===== src/rtl/turn_controller.sv =====
// -----------------------------------------------------------------------------
// turn_controller
//
// Runs the play phase of the memory game. It owns the board cursor, accepts
// card selections, and writes single entries into the external card-array
// register. It compares each pair of cards. A mismatched pair stays face-up
// for HOLD_CYCLES cycles. The block also keeps both scores, switches turns
// and detects the end of the game.
//
// Ports
//   clk          system clock (50 MHz)
//   rst          synchronous, active-high reset
//   enable       high while the top level is in a play state
//   btn_left     one-cycle pulse: move cursor left (wraps 0 -> last)
//   btn_right    one-cycle pulse: move cursor right (wraps last -> 0)
//   btn_sel      one-cycle pulse: select the card under the cursor
//   timeout      turn timer expired (level)
//   arr_in       flattened card array, entry i = arr_in[5i+4:5i],
//                {status[1:0], symbol[2:0]}; status 00 hidden, 01 face-up,
//                10 matched
//   cursor       highlighted card index
//   wr_en        one-cycle write strobe to the card-array register
//   wr_idx       entry to write
//   wr_data      new entry value (new status, unchanged symbol)
//   turno_de     01 = player 1, 10 = player 2, 00 = idle
//   puntajeJ1    pairs found by player 1
//   puntajeJ2    pairs found by player 2
//   reset_timer  one-cycle pulse at every turn start
//   game_over    high once every pair is matched
//   ganador      00 none, 01 player 1, 10 player 2, 11 tie
// -----------------------------------------------------------------------------
module turn_controller #(
  parameter int HOLD_CYCLES = 50_000_000,
  parameter int N_PAIRS     = 8
) (
  input  logic                   clk,
  input  logic                   rst,
  input  logic                   enable,
  input  logic                   btn_left,
  input  logic                   btn_right,
  input  logic                   btn_sel,
  input  logic                   timeout,
  input  logic [10*N_PAIRS-1:0]  arr_in,
  output logic [3:0]             cursor,
  output logic                   wr_en,
  output logic [3:0]             wr_idx,
  output logic [4:0]             wr_data,
  output logic [1:0]             turno_de,
  output logic [3:0]             puntajeJ1,
  output logic [3:0]             puntajeJ2,
  output logic                   reset_timer,
  output logic                   game_over,
  output logic [1:0]             ganador
);

  localparam int N_CARDS = 2 * N_PAIRS;
  // At least one bit, so that HOLD_CYCLES = 1 still yields a legal counter.
  localparam int HOLD_W  = (HOLD_CYCLES > 1) ? $clog2(HOLD_CYCLES) : 1;

  localparam logic [1:0] ST_HIDDEN  = 2'b00;
  localparam logic [1:0] ST_FACEUP  = 2'b01;
  localparam logic [1:0] ST_MATCHED = 2'b10;

  localparam logic [1:0] PLAYER_1   = 2'b01;
  localparam logic [1:0] PLAYER_2   = 2'b10;

  typedef enum logic [3:0] {
    S_IDLE,
    S_WAIT_FIRST,
    S_WAIT_SECOND,
    S_COMPARE,
    S_MATCH1,
    S_MATCH2,
    S_HOLD,
    S_HIDE1,
    S_HIDE2,
    S_DONE
  } state_t;

  state_t              state, state_nxt;

  logic [3:0]          cursor_nxt;
  logic                wr_en_nxt;
  logic [3:0]          wr_idx_nxt;
  logic [4:0]          wr_data_nxt;
  logic [1:0]          turno_nxt;
  logic [3:0]          score1_nxt, score2_nxt;
  logic                reset_timer_nxt;
  logic                game_over_nxt;
  logic [1:0]          ganador_nxt;

  logic [3:0]          first_idx, first_idx_nxt;
  logic [3:0]          second_idx, second_idx_nxt;
  logic [2:0]          first_sym, first_sym_nxt;
  logic [2:0]          second_sym, second_sym_nxt;
  logic [3:0]          pair_cnt, pair_cnt_nxt;
  logic [HOLD_W-1:0]   hold_cnt, hold_cnt_nxt;

  logic [4:0]          cards [N_CARDS];
  logic [4:0]          cur_card;
  logic                cur_hidden;

  // Unpack the flat bus so the card under the cursor can be indexed directly.
  always_comb begin
    for (int i = 0; i < N_CARDS; i++) begin
      cards[i] = arr_in[5*i +: 5];
    end
  end

  assign cur_card   = cards[cursor];
  assign cur_hidden = (cur_card[4:3] == ST_HIDDEN);

  function automatic logic [1:0] other_player(input logic [1:0] p);
    return (p == PLAYER_1) ? PLAYER_2 : PLAYER_1;
  endfunction

  // ---------------------------------------------------------------------------
  // Next-state and next-output logic
  // ---------------------------------------------------------------------------
  // NOTE: every signal gets a default before the case statement. A path that
  // leaves one unassigned would infer a latch.
  always_comb begin
    state_nxt       = state;
    cursor_nxt      = cursor;
    wr_en_nxt       = 1'b0;
    wr_idx_nxt      = wr_idx;
    wr_data_nxt     = wr_data;
    turno_nxt       = turno_de;
    score1_nxt      = puntajeJ1;
    score2_nxt      = puntajeJ2;
    reset_timer_nxt = 1'b0;
    game_over_nxt   = game_over;
    ganador_nxt     = ganador;
    first_idx_nxt   = first_idx;
    second_idx_nxt  = second_idx;
    first_sym_nxt   = first_sym;
    second_sym_nxt  = second_sym;
    pair_cnt_nxt    = pair_cnt;
    hold_cnt_nxt    = hold_cnt;

    // The cursor moves only while a card can be picked. A select in the same
    // cycle takes priority, and pressing both directions cancels out.
    if (enable && (state == S_WAIT_FIRST || state == S_WAIT_SECOND) &&
        !btn_sel && (btn_left ^ btn_right)) begin
      if (btn_right) begin
        cursor_nxt = (cursor == 4'(N_CARDS - 1)) ? 4'd0 : cursor + 4'd1;
      end else begin
        cursor_nxt = (cursor == 4'd0) ? 4'(N_CARDS - 1) : cursor - 4'd1;
      end
    end

    if (!enable) begin
      // Leaving play aborts the turn. Scores and the winner stay visible.
      state_nxt     = S_IDLE;
      turno_nxt     = 2'b00;
      game_over_nxt = 1'b0;
    end else begin
      unique case (state)
        S_IDLE: begin
          score1_nxt      = 4'd0;
          score2_nxt      = 4'd0;
          pair_cnt_nxt    = 4'd0;
          ganador_nxt     = 2'b00;
          game_over_nxt   = 1'b0;
          turno_nxt       = PLAYER_1;
          reset_timer_nxt = 1'b1;
          state_nxt       = S_WAIT_FIRST;
        end

        S_WAIT_FIRST: begin
          if (timeout) begin
            turno_nxt       = other_player(turno_de);
            reset_timer_nxt = 1'b1;
          end else if (btn_sel && cur_hidden) begin
            wr_en_nxt     = 1'b1;
            wr_idx_nxt    = cursor;
            wr_data_nxt   = {ST_FACEUP, cur_card[2:0]};
            first_idx_nxt = cursor;
            first_sym_nxt = cur_card[2:0];
            state_nxt     = S_WAIT_SECOND;
          end
        end

        S_WAIT_SECOND: begin
          if (timeout) begin
            wr_en_nxt       = 1'b1;
            wr_idx_nxt      = first_idx;
            wr_data_nxt     = {ST_HIDDEN, first_sym};
            turno_nxt       = other_player(turno_de);
            reset_timer_nxt = 1'b1;
            state_nxt       = S_WAIT_FIRST;
          end else if (btn_sel && cur_hidden && (cursor != first_idx)) begin
            // The first card's face-up write lands in arr_in two cycles after
            // its select. The index test covers that gap.
            wr_en_nxt      = 1'b1;
            wr_idx_nxt     = cursor;
            wr_data_nxt    = {ST_FACEUP, cur_card[2:0]};
            second_idx_nxt = cursor;
            second_sym_nxt = cur_card[2:0];
            state_nxt      = S_COMPARE;
          end
        end

        S_COMPARE: begin
          if (first_sym == second_sym) begin
            wr_en_nxt   = 1'b1;
            wr_idx_nxt  = first_idx;
            wr_data_nxt = {ST_MATCHED, first_sym};
            state_nxt   = S_MATCH1;
          end else begin
            hold_cnt_nxt = '0;
            state_nxt    = S_HOLD;
          end
        end

        S_MATCH1: begin
          wr_en_nxt   = 1'b1;
          wr_idx_nxt  = second_idx;
          wr_data_nxt = {ST_MATCHED, second_sym};
          state_nxt   = S_MATCH2;
        end

        S_MATCH2: begin
          if (turno_de == PLAYER_1) begin
            score1_nxt = puntajeJ1 + 4'd1;
          end else begin
            score2_nxt = puntajeJ2 + 4'd1;
          end
          pair_cnt_nxt = pair_cnt + 4'd1;
          if (pair_cnt_nxt == 4'(N_PAIRS)) begin
            game_over_nxt = 1'b1;
            if (score1_nxt > score2_nxt) begin
              ganador_nxt = 2'b01;
            end else if (score2_nxt > score1_nxt) begin
              ganador_nxt = 2'b10;
            end else begin
              ganador_nxt = 2'b11;
            end
            state_nxt = S_DONE;
          end else begin
            // The same player continues after a match.
            reset_timer_nxt = 1'b1;
            state_nxt       = S_WAIT_FIRST;
          end
        end

        S_HOLD: begin
          // The HOLD state lasts exactly HOLD_CYCLES cycles (count 0..N-1).
          if (hold_cnt == HOLD_W'(HOLD_CYCLES - 1)) begin
            wr_en_nxt   = 1'b1;
            wr_idx_nxt  = first_idx;
            wr_data_nxt = {ST_HIDDEN, first_sym};
            state_nxt   = S_HIDE1;
          end else begin
            hold_cnt_nxt = hold_cnt + 1'b1;
          end
        end

        S_HIDE1: begin
          wr_en_nxt   = 1'b1;
          wr_idx_nxt  = second_idx;
          wr_data_nxt = {ST_HIDDEN, second_sym};
          state_nxt   = S_HIDE2;
        end

        S_HIDE2: begin
          turno_nxt       = other_player(turno_de);
          reset_timer_nxt = 1'b1;
          state_nxt       = S_WAIT_FIRST;
        end

        S_DONE: begin
          // Hold the final result until enable drops or reset.
        end

        default: state_nxt = S_IDLE;
      endcase
    end
  end

  // ---------------------------------------------------------------------------
  // State and output registers
  // ---------------------------------------------------------------------------
  // NOTE: sequential state uses non-blocking assignments, so every register
  // samples the values from before the edge, whatever the statement order.
  always_ff @(posedge clk) begin
    if (rst) begin
      state       <= S_IDLE;
      cursor      <= 4'd0;
      wr_en       <= 1'b0;
      wr_idx      <= 4'd0;
      wr_data     <= 5'd0;
      turno_de    <= 2'b00;
      puntajeJ1   <= 4'd0;
      puntajeJ2   <= 4'd0;
      reset_timer <= 1'b0;
      game_over   <= 1'b0;
      ganador     <= 2'b00;
      first_idx   <= 4'd0;
      second_idx  <= 4'd0;
      first_sym   <= 3'd0;
      second_sym  <= 3'd0;
      pair_cnt    <= 4'd0;
      hold_cnt    <= '0;
    end else begin
      state       <= state_nxt;
      cursor      <= cursor_nxt;
      wr_en       <= wr_en_nxt;
      wr_idx      <= wr_idx_nxt;
      wr_data     <= wr_data_nxt;
      turno_de    <= turno_nxt;
      puntajeJ1   <= score1_nxt;
      puntajeJ2   <= score2_nxt;
      reset_timer <= reset_timer_nxt;
      game_over   <= game_over_nxt;
      ganador     <= ganador_nxt;
      first_idx   <= first_idx_nxt;
      second_idx  <= second_idx_nxt;
      first_sym   <= first_sym_nxt;
      second_sym  <= second_sym_nxt;
      pair_cnt    <= pair_cnt_nxt;
      hold_cnt    <= hold_cnt_nxt;
    end
  end

endmodule


===== config.mk =====
export PLATFORM = sky130hd
export DESIGN_NAME = turn_controller
export DESIGN_NICKNAME = d
export VERILOG_FILES = /design/src/rtl/turn_controller.sv
export SDC_FILE = /design/constraint.sdc
export NUM_CORES = 1
export LEC_CHECK = 0
export CAP_MARGIN = 20
export CORE_UTILIZATION = 46
export CTS_CLUSTER_DIAMETER = 60
export DETAILED_ROUTE_END_ITERATION = 10
export PLACE_DENSITY = 0.77
export SLEW_MARGIN = 15
export SYNTH_ARGS = -nofsm -noshare
export SYNTH_HDL_FRONTEND = slang
export SYNTH_SLANG_ARGS = --single-unit

===== constraint.sdc =====
create_clock -name clk -period 2.8 [get_ports clk]
set_clock_uncertainty 0.1 [all_clocks]
set_input_delay 0.84 -clock clk [delete_from_list [all_inputs] [get_ports clk]]
set_output_delay 0.84 -clock clk [all_outputs]
set_load 0.02 [all_outputs]

======== Word level (Yosys, flattened, before mapping) ========
Index checks and enable logic that the tools add are counted.
operators by class
  $add $sub $neg .......................... 6
  $lt $le $gt $ge ......................... 3
  eq/ne operators ......................... 24
  mux-type cells .......................... 59
  bitwise gates (word level) .............. 5
  reduce and logical (&&, ||, !) cells .... 29
operator list
  operator                                             number
  two-way mux 4 bit                                    21
  two-way mux 26 bit                                   2
  case mux 26 bit (2 select lines)                     1
  two-way mux 5 bit                                    8
  case mux 4 bit (9 select lines)                      1
  case mux 5 bit (6 select lines)                      1
  adder 26 x 1 -> 26 bit, second input constant        1
  equality test 26 bit, second input constant          1
  case mux 4 bit (2 select lines)                      3
  binary-select mux 5 bit (select 4 bit)               1
  case mux 4 bit (5 select lines)                      1
  adder 4 x 1 -> 4 bit, second input constant          4
  equality test 4 x 3 -> 1 bit, second input constant  4
  equality test 4 bit, second input constant           4
  AND reduction 7 bit                                  2
  inequality test 2 bit, second input constant         6
  AND reduction 4 bit                                  3
  two-way mux 1 bit                                    10
  two-way mux 2 bit                                    5
  equality test 4 x 2 -> 1 bit, second input constant  2
  greater-than comparator 4 bit                        2
  logical NOT 4 bit                                    2
  OR reduction 2 bit                                   4
  case mux 2 bit (3 select lines)                      1
  26 further kinds                                     36
word-level totals
  flip-flop bits (word level) ............. 76
  input bits .............................. 87
  output and inout bits ................... 28
  logic and storage cells ................. 143

======== Logic depth before layout (Yosys ltp) ========
  depth after elaboration ................. 10
  depth in mapped cells ................... 11
  depth with buffers taken out ............ 10

======== Least setup slack after synthesis ========
Ideal clock, no wire load.
  kind .................................... input to register
  from .................................... input port arr_in[23]
  to ...................................... register wr_data[0]
  setup time .............................. 0.121 ns
  arrival ................................. 2.551 ns
  setup slack ............................. 0.028 ns
  stages on the path ...................... 7
  path buffers ............................ 1
  cell sequence ........................... nor2_1 -> mux4_2 -> a221oi_2 -> and3b_2 -> clkbuf_2 -> a21oi_4 -> mux2_4
on the way
  word-level cells in the longest chain between the ends .. 8
  elaborated cells between the ends (all ways) .. 9
  classes of those cells .................. eq/ne: 2; mux: 3; reduce/logical: 4
ends and longest elaborated chain
  what                                                     RTL line  text
  start, declared                                          43        input logic [10*N_PAIRS-1:0] arr_in,
  binary-select mux 5 bit (select 4 bit) *                 110       assign cur_card = cards[cursor];
  two-way mux 5 bit (implied by the code) * (2 in series)  110
  logical NOT 2 bit *                                      111       assign cur_hidden = (cur_card[4:3] == ST_HIDDEN);
  logical AND 1 bit *                                      174, 192
  logical AND 1 bit                                        192       end else if (btn_sel && cur_hidden && (cursor != first_idx)) begin
  inequality test 3 x 2 -> 1 bit (no line)                 n/a
  AND reduction 7 bit (no line) *                          n/a
  end signal, assigned                                     310       wr_data <= wr_data_nxt;
  end, declared                                            47        output logic [4:0] wr_data,
Every way passes the cells marked *; elsewhere a longest branch is shown, timed or not. The select of a mux whose other input is x is not followed.
A chain may end at the register's enable or synchronous reset.

======== Worst setup path in the final report ========
  from .................................... input port arr_in[8]
  to ...................................... register wr_data[1]
The elaborated chain is that of the path after synthesis.

==> impl_metrics.toml <==
[power]
p_leak_nw = 2.498
total_power_w = 0.002444
power.density_nw_per_um2 = 362.0
vdd_drop_max_v = 0.0002078

[timing]
finalCritPeriodShare = 0.9793
slew-limit-headroom = 0.4359
postLayoutSetupSlackWorst_ps = 58.03
rsz0062_at_grt = "no"
slew_viol_final = 0
setup_violations = 0
worst_pin_slew_ps = 839.7
min_period_ps = 2742
finalHoldViolCount = 0
hold_ws_ps = 361.2
fmax_ghz = 0.3647

[die]
start_util = 0.4801
num_rows = 37
ios = 115
core_um2 = 10420
die_h_um = 106.3
die-area_um2 = 11290
chipWidth_um = 106.3

[synth]
synthArstFlopShare = 0
synth_area_leaders = "dfxtp_1 30%, mux4_2 5.9%, a21oi_1 4.3%"
synth_ff_type = "dfxtp_1"
ys_top_cells_by_count = "76 x dfxtp_1, 56 x nand2_1, 46 x nor2_1"
synth_nets = 687
netlist_area_um2 = 5001
synth_seq_area_share = 0.3042
yosysMostFrequentCell = "dfxtp_1"
synth_edf_count = 0
synth_warnings = 0
synthDistinctLibCells = 77
synth_top_area_frac = 0.3042
yosysTopAreaCell = "dfxtp_1"
ys_ff_latch = 76
synth_area_per_cell_um2 = 8.476
syn_inst = 590

[hold_path]
hold_path.class = "reg2reg"
holdCritStartpoint = "ganador[0]"
holdPathStages = 2

[clock_tree]
numCtsBuffers = 9
cts_sinks = 76
hold_buffers = 0
clk_pin_slew_worst_paths_ps = 90
cts_tree = "done"
insertion_delay_ps = 370
root_buffer = "clkbuf_8"
clock_path_buffers = 2
htreeDepth = 3

[final_layout]
nets = 820
finish.instance_area_um2 = 6751
area_growth_pct = 35.00
diodes = 0
fill_cells = 879
drive_gt1_frac = 0.1717
post-route-util = 0.6482
ff_latch_area_um2 = 1526
multi_input_area_um2 = 3263

[critical_path]
r2r_cells = 8
worstPathMaxFanout = 4
r2r_start = "hold_cnt[13]"
path_class = "in2reg"
end_kind = "flop"
cp.required_ps = 2970
critPathArrivalTime_ps = 2920
cp-start-kind = "input port"
critPathLaunch = "arr_in[8]"

[grt]
grt.total_usage = 0.2434
globalRouteMet3Util = 0.03188
grt_max_degree = 42
grt_pass1_wl_um = 22400
use_met2 = 0.4160
grt_pass1_vias = 4777
grtUsageMet1 = 0.3176
grt.busiest_layer = "met2"
overflow = 0
antenna_found_initial = 0

[routing]
drc_errors = 0
num_vias = 4981
drtPass1Iterations = 5
drtIter0Drc = 239
ant_nets = 0
wl_per_cell_um = 15.65
viasPerCell = 5.765
wirelength_um = 13520

[place]
globalplace.congestion = 0.8560
dp.final_hpwl_um = 10130
placed_cell_area_um2 = 6467
dp_slack_ps = -403.3
io_buffers = 114

[run]
cap_violations = 0

[outcome]
outcome = "finished clean"
sequential cells by signal (all words and copies together), names as in the netlist:
signal,count
hold_cnt,26
wr_data,5
cursor,4
first_idx,4
pair_cnt,4
puntajeJ1,4
puntajeJ2,4
second_idx,4
state,4
wr_idx,4
first_sym,3
second_sym,3
ganador,2
turno_de,2
game_over,1
reset_timer,1
wr_en,1
metal layers:
layer | wire [um] | up-vias
met5 | 0 | -
li1 | - | 2451
met1 | 5958 | 2360
met2 | 6778 | 149
met4 | 200 | 0
met3 | 582 | 21
where the power goes:
group | leakage [nW] | internal, W | switching [W]
clock network | 0.0984 | 0.000425 | 0.000466
registers | 0.615 | 0.00109 | 0.0000185
logic | 1.78 | 0.000259 | 0.000183
total | 2.50 | 0.00178 | 0.000668
stage by stage:
| step | std cells | TNS (ps) |
|---|---|---|
| finish | 864 | 0 |
| global route | 864 | 0 |
| CTS | 864 | 0 |
| detailed placement | 846 | -13310 |
| global placement | 846 | -10860 |
| floorplan | 590 | 0 |
cell usage in the layout (no fill, tap or decap), drive strengths merged, types with 6 or more instances in the layout:
master / count
a22oi: 6
dlygate4sd2: 8
nor2: 46
nor3: 16
nand2: 57
dfxtp: 76
nor4: 6
clkbuf: 9
clkdlybuf4s50: 105
nand3: 16
mux4: 13
mux2: 7
ha: 10
or4: 15
or3: 8
a211oi: 12
inv: 18
and2b: 9
buf: 46
a211o: 7
o21ai: 25
nand2b: 28
or2: 7
o211ai: 11
mux2i: 21
a21oi: 44
nor2b: 7
xnor2: 6
xor2: 13
nand4: 7
critical path, cell delays in order:
cell and delay (ps):
clkdlybuf4s50_1 400, or2_2 320, a221oi_4 270, a221oi_2 110, and3b_2 320, a21oi_4 70
bufbuf_16 280, mux2_4 290
worst paths after layout:
check | to | slack [ps]
min reg2reg | ganador[0] | 360
min | ganador[0] | 360
max | wr_data[1] | 60
max reg2reg | wr_data[1] | 130
repair_timing:
item,in CTS,in global routing
pin swaps,3,4
gates cloned,1,0
buffers inserted,1,0
resized for setup,12,10
setup endpoints to repair,9,18
logic make-up (layout without fill, tap and decap cells):
logic type	count (synthesis)	after routing	synth area share
simple gates	243	243	0.2645
compound gates	148	148	0.2012
flops	76	76	0.3042
buf+inv	53	191	0.05029
mux	41	41	0.1216
xor+xnor	19	19	0.03328
fa+ha+maj	10	10	0.02502
cell type report:
type	instances	share of cell area
clock buffer	9	0.01835
timing repair buffer	160	0.2265
sequential	76	0.2261
clock inverter	7	0.01223
tap	136	0.02520
inverter	15	0.008340
multi-input combinational	461	0.4833
Note: power is estimated with default switching activity, not from simulation.
